$ cat src/rtl/mat_pkg.sv
// mat_pkg: arbiter state encoding and default matrix geometry shared with the matrix-op engines.
package mat_pkg;
    localparam int MAT_DIM_WIDTH  = 3;
    localparam int MAT_DATA_WIDTH = 8;

    typedef enum logic [1:0] {
        S_IDLE    = 2'd0,
        S_GRANT   = 2'd1,
        S_WAIT    = 2'd2,
        S_RELEASE = 2'd3
    } arb_state_e;
endpackage

$ cat src/rtl/mat_rr_pick.sv
// mat_rr_pick: combinational round-robin picker, first requester above last_owner (with wrap) wins.
module mat_rr_pick #(
    parameter int NUM_REQ = 3,
    parameter int IW      = 2
) (
    input  logic [NUM_REQ-1:0] req,
    input  logic [IW-1:0]      last_owner,
    output logic [NUM_REQ-1:0] win
);
    logic [IW-1:0] idx;

    // Descending scan so the nearest requester after last_owner is written last.
    always_comb begin
        win = '0;
        idx = '0;
        for (int k = NUM_REQ; k >= 1; k--) begin
            idx = IW'((int'(last_owner) + k) % NUM_REQ);
            if (req[idx]) begin
                win      = '0;
                win[idx] = 1'b1;
            end
        end
    end
endmodule

$ cat src/rtl/mat_rd_arbiter.sv
// mat_rd_arbiter: round-robin ownership arbiter for the shared matrix storage read port.
// Define MAT_ARB_TIMEOUT_EN to build the S_WAIT watchdog that completes a stalled read with elem=0.
module mat_rd_arbiter
    import mat_pkg::*;
#(
    parameter int DIM_WIDTH      = MAT_DIM_WIDTH,
    parameter int DATA_WIDTH     = MAT_DATA_WIDTH,
    parameter int NUM_REQ        = 3,
    parameter int TIMEOUT_CYCLES = 15
) (
    input  logic                          clk,
    input  logic                          rst_n,
    input  logic [NUM_REQ-1:0]            req,
    output logic [NUM_REQ-1:0]            gnt,
    input  logic [NUM_REQ-1:0]            eng_rd_en,
    input  logic [NUM_REQ-1:0]            eng_rd_slot_idx,
    input  logic [NUM_REQ*DIM_WIDTH-1:0]  eng_rd_row_idx,
    input  logic [NUM_REQ*DIM_WIDTH-1:0]  eng_rd_col_idx,
    output logic [DATA_WIDTH-1:0]         eng_rd_elem,
    output logic [NUM_REQ-1:0]            eng_rd_elem_valid,
    output logic                          mem_rd_en,
    output logic                          mem_rd_slot_idx,
    output logic [DIM_WIDTH-1:0]          mem_rd_row_idx,
    output logic [DIM_WIDTH-1:0]          mem_rd_col_idx,
    input  logic [DATA_WIDTH-1:0]         mem_rd_elem,
    input  logic                          mem_rd_elem_valid,
    output logic                          proto_err
);
    localparam int IW = (NUM_REQ > 1) ? $clog2(NUM_REQ) : 1;

    arb_state_e           state_q, state_d;
    logic [NUM_REQ-1:0]   gnt_q, gnt_d, pick;
    logic [IW-1:0]        owner_q, owner_d, last_owner_q, last_owner_d, pick_idx;
    logic                 mem_rd_en_q, mem_rd_en_d, slot_q, slot_d, proto_err_q, proto_err_d;
    logic [DIM_WIDTH-1:0] row_q, row_d, col_q, col_d;
    logic                 timeout, ret;

    mat_rr_pick #(.NUM_REQ(NUM_REQ), .IW(IW)) u_pick (
        .req        (req),
        .last_owner (last_owner_q),
        .win        (pick)
    );

    always_comb begin
        pick_idx = '0;
        for (int i = 0; i < NUM_REQ; i++)
            if (pick[i]) pick_idx = IW'(i);
    end

`ifdef MAT_ARB_TIMEOUT_EN
    localparam int WW = $clog2(TIMEOUT_CYCLES + 1);
    logic [WW-1:0] wd_q, wd_d;

    assign timeout = (state_q == S_WAIT) && !mem_rd_elem_valid && (wd_q == WW'(TIMEOUT_CYCLES - 1));
    assign wd_d    = (state_q == S_WAIT && !ret) ? wd_q + 1'b1 : '0;

    always_ff @(posedge clk or negedge rst_n)
        if (!rst_n) wd_q <= '0;
        else        wd_q <= wd_d;
`else
    logic unused_timeout;
    assign unused_timeout = (TIMEOUT_CYCLES != 0);
    assign timeout        = 1'b0;
`endif

    // Returns are only honoured while a read is outstanding; gnt_q doubles as the owner one-hot.
    assign ret               = (state_q == S_WAIT) && (mem_rd_elem_valid || timeout);
    assign eng_rd_elem_valid = ret ? gnt_q : '0;
    assign eng_rd_elem       = timeout ? '0 : mem_rd_elem;

    always_comb begin
        state_d      = state_q;
        gnt_d        = gnt_q;
        owner_d      = owner_q;
        last_owner_d = last_owner_q;
        mem_rd_en_d  = 1'b0;
        slot_d       = slot_q;
        row_d        = row_q;
        col_d        = col_q;
        proto_err_d  = 1'b0;
        case (state_q)
            S_IDLE: if (|req) begin
                gnt_d   = pick;
                owner_d = pick_idx;
                state_d = S_GRANT;
            end
            S_GRANT: if (eng_rd_en[owner_q]) begin
                mem_rd_en_d = 1'b1;
                slot_d      = eng_rd_slot_idx[owner_q];
                row_d       = eng_rd_row_idx[int'(owner_q)*DIM_WIDTH +: DIM_WIDTH];
                col_d       = eng_rd_col_idx[int'(owner_q)*DIM_WIDTH +: DIM_WIDTH];
                state_d     = S_WAIT;
            end else if (!req[owner_q]) begin
                state_d = S_RELEASE;
            end
            S_WAIT: begin
                proto_err_d = eng_rd_en[owner_q] || timeout;
                if (ret) state_d = req[owner_q] ? S_GRANT : S_RELEASE;
            end
            default: begin
                gnt_d        = '0;
                last_owner_d = owner_q;
                state_d      = S_IDLE;
            end
        endcase
    end

    always_ff @(posedge clk or negedge rst_n) begin
        if (!rst_n) begin
            state_q      <= S_IDLE;
            gnt_q        <= '0;
            owner_q      <= '0;
            last_owner_q <= IW'(NUM_REQ - 1);
            mem_rd_en_q  <= 1'b0;
            slot_q       <= 1'b0;
            row_q        <= '0;
            col_q        <= '0;
            proto_err_q  <= 1'b0;
        end else begin
            state_q      <= state_d;
            gnt_q        <= gnt_d;
            owner_q      <= owner_d;
            last_owner_q <= last_owner_d;
            mem_rd_en_q  <= mem_rd_en_d;
            slot_q       <= slot_d;
            row_q        <= row_d;
            col_q        <= col_d;
            proto_err_q  <= proto_err_d;
        end
    end

    assign gnt             = gnt_q;
    assign mem_rd_en       = mem_rd_en_q;
    assign mem_rd_slot_idx = slot_q;
    assign mem_rd_row_idx  = row_q;
    assign mem_rd_col_idx  = col_q;
    assign proto_err       = proto_err_q;
endmodule

$ cat config.mk
export PLATFORM = sky130hd
export DESIGN_NAME = mat_rd_arbiter
export DESIGN_NICKNAME = d
export VERILOG_FILES = /design/src/rtl/mat_pkg.sv /design/src/rtl/mat_rr_pick.sv /design/src/rtl/mat_rd_arbiter.sv
export SDC_FILE = /design/constraint.sdc
export NUM_CORES = 1
export LEC_CHECK = 0
export CORE_UTILIZATION = 25
export DETAILED_ROUTE_END_ITERATION = 10
export SYNTH_ARGS = -nofsm -noshare
export SYNTH_HDL_FRONTEND = slang
export SYNTH_SLANG_ARGS = --single-unit
$ cat constraint.sdc
create_clock -name clk -period 4 [get_ports clk]
set_input_delay 0.6 -clock clk [delete_from_list [all_inputs] [get_ports clk]]
set_output_delay 0.6 -clock clk [all_outputs]
set_load 0.02 [all_outputs]
==> run summary <==
status: finished clean
leading area contributor after synthesis: dfrtp_1
Post-Synthesis Net Count: 200
buffer depth of the longest clock path: 2
initial antenna violation count: 0
Fmax: 0.4062 GHz
HP Class: reg2reg
CP max stage delay: 590 ps
Worst setup EP type: output port
die width: 75.69 um
CP max FO: 7
CP Launch Point: state_q[0]
Area contributors post-synth: dfrtp_1 31%, mux2i_1 10%, ha_1 8.3%
layout net count: 235
overall power: 1.148 mW
clk root buf: clkbuf_8
Post-DP Area: 0.001780 mm2
total global-route track usage: 10.37%
worst hold slack: 481.2 ps
Detailed Route Iter0 Violations: 11
Yosys reg bits: 18
vias per cell: 4.412
Synth cell types: 35
routed wire length: 3.090 mm
Post-CTS Setup Bufs: 0
CP endpoint: eng_rd_elem_valid[2]
max_cap viols: 0
dpl cells: 253
max-slew violation count: 0
Slew headroom: 47.47%
input/output buffers: 44
VDD IR max: 0.1867 mV
reg-to-reg startpoint: owner_q[0]
crit path max-delay cell type: clkdlybuf4s50_1
Multi-input gate area: 763.2 um2
Async SR Flop Fraction: 100.0%
hold_buf cts: 0
DP Wirelength: 2.366 mm
DRC violations left: 0
cell row count: 26
sequential-to-total area share from yosys stat: 33.27%
WS Path Type: reg2out
setup tns final: 0 ps
wire per inst: 12.02 um
n_diodes: 0
Clock Skew: 3.525 ps
PostCTS Resize Cnt: 0
PwrDens: 625.7 mW/mm2
worst path required time: 3400 ps
RSZ-0062 raised after global routing: no
post-route ant nets: 0
die area: 0.005729 mm2
fin crit period: 2462 ps
Final GP Congestion: 0.7700
largest net degree at the start of global routing: 19
share of cells above drive strength 1: 5.882%
Clock Sink Count: 18
Seq. cell area: 451.7 um2
Mapped Avg Cell Area: 8.873 um2
Final Cell Area: 0.001836 mm2
core area: 0.005172 mm2
CTS tree: yes
setup ws final: 1538 ps
Cell Count, Final, Fillers Out: 257
Core Util, Final: 35.49%
R2R depth: 5
total I/O pin count: 61
first-pass GRT wire length: 4.554 mm
Reg2Reg Setup Slack: 1870 ps
htree depth: 1
area grow syn2layout: 35.21%
cells after synthesis: 153
pre-CTS WS: 1543 ps
DR pass1 iterations: 4
total of fill cells in the finished design: 524
Reg-to-Reg End: mem_rd_col_idx[2]
starting density of the core: 26.25%
synthesized area: 0.001358 mm2
number of synthesis warnings: 0
# setup viols final: 0
vias: 1134
Critical Path Start Type: flip-flop
Worst Max-Slew Pin Slew: 785.5 ps
ys flop type: dfrtp_1
Num CTS Buffers: 3
endpoints failing hold: 0
clk_lat worst skew: 250 ps
data arrival time of the critical path: 1860 ps
Leak Pwr: 0.7808 nW
clock-pin slew on the worst setup and hold paths: 70 ps
cells along the critical path: inv_1 -> ha_1 -> and3_1 -> clkdlybuf4s50_1
height of the die: 75.69 um
total gr overflow: 0
fin crit share: 61.55%
number of global-route vias before repair: 975
share of the synthesized area in the top cell type: 31.34%
Post-synth EDFFs: 0
final cells by class:
class / instances / share of cell area [%]
clock buffer: 4 / 2.999
sequential: 18 / 24.61
tap: 70 / 4.772
timing repair buffer: 44 / 23.99
multi-input combinational: 111 / 41.58
inverter: 10 / 2.045
kinds of logic (layout without fill, tap and decap cells):
kind of cell	after synthesis	in the layout	share of synthesized area (%)
compound gates	45	45	20.83
fa+ha+maj	9	9	8.295
buf+inv	24	58	10.51
flops	18	18	33.27
mux	15	15	11.43
simple gates	42	42	15.67
registers in the layout, indices dropped and copies added (netlist names):
name and flops:
gnt 3, last_owner_q 2, mem_rd_col_idx 3, mem_rd_en 1, mem_rd_row_idx 3, mem_rd_slot_idx 1
owner_q 2, proto_err 1, state_q 2
worst max-delay path: cells and delay by family, from the launching register on:
| kind | cells | cell delay [ps] |
|---|---|---|
| flip-flops | 1 | 440 |
| AND/OR/NAND/NOR | 1 | 180 |
| adder cells (fa/ha/maj) | 1 | 260 |
| buffers and inverters | 2 | 730 |
report_power, final:
part | internal, mW | total, mW | switching [mW]
combinational | 0.314 | 0.664 | 0.350
clock | 0.0872 | 0.143 | 0.0560
sequential | 0.260 | 0.341 | 0.0813
synthesized netlist by cell type (2+ instances only):
| master | number |
|---|---|
| a21oi_1 | 13 |
| a22o_1 | 2 |
| a32o_1 | 2 |
| and3_1 | 4 |
| buf_2 | 3 |
| buf_4 | 9 |
| buf_6 | 2 |
| dfrtp_1 | 17 |
| ha_1 | 9 |
| inv_1 | 10 |
| mux2i_1 | 14 |
| nand2_1 | 15 |
| nor2_1 | 11 |
| nor2b_1 | 5 |
| o21ai_0 | 16 |
| o21ai_1 | 2 |
metal layers:
| layer | vias up | GRT usage, % | share of wire, % |
|---|---|---|---|
| met4 | 0 | 2.881 | 0 |
| met5 | - | 0 | 0 |
| met2 | 41 | 16.37 | 41 |
| met3 | 0 | 1.720 | 8.6 |
| met1 | 506 | 14.62 | 50 |
| li1 | 587 | - | - |
worst min path at each step:
stage / startpoint / end / slack, ps / cells after the start
floorplan: rst_n / gnt[0] / 300 / 0
global placement: mem_rd_col_idx[2] / mem_rd_col_idx[2] / 460 / 2
detailed placement: mem_rd_col_idx[0] / mem_rd_col_idx[0] / 480 / 2
CTS: mem_rd_slot_idx / mem_rd_slot_idx / 490 / 2
global route: mem_rd_row_idx[0] / mem_rd_row_idx[0] / 510 / 2
finish: mem_rd_col_idx[0] / mem_rd_col_idx[0] / 480 / 2
cell usage in the layout, fill, tap and decap left out:
| master | count |
|---|---|
| dfstp_2 | 1 |
| ha_1 | 9 |
| dfrtp_1 | 17 |
| nand3b_1 | 1 |
| and2_1 | 1 |
| a21oi_1 | 13 |
| o21ai_0 | 16 |
| nand2b_1 | 1 |
| a31oi_1 | 1 |
| mux2i_1 | 14 |
| nor3_2 | 1 |
| o21ai_2 | 1 |
| and3_1 | 4 |
| o221ai_1 | 1 |
| a21oi_2 | 1 |
| nor2b_1 | 5 |
| clkbuf_8 | 4 |
| o2bb2ai_1 | 1 |
| or2_0 | 1 |
| and3b_1 | 1 |
| o21ai_1 | 2 |
| clkdlybuf4s50_1 | 44 |
| nand2_1 | 15 |
| o2bb2ai_2 | 1 |
| a221o_1 | 1 |
| a2bb2oi_1 | 1 |
| nand2b_4 | 1 |
| mux2_4 | 1 |
| a32o_1 | 2 |
| inv_1 | 10 |
| a22o_1 | 2 |
| nor2_1 | 11 |
| a211oi_1 | 1 |
| a21o_1 | 1 |
Note: power is estimated with default switching activity, not from simulation.
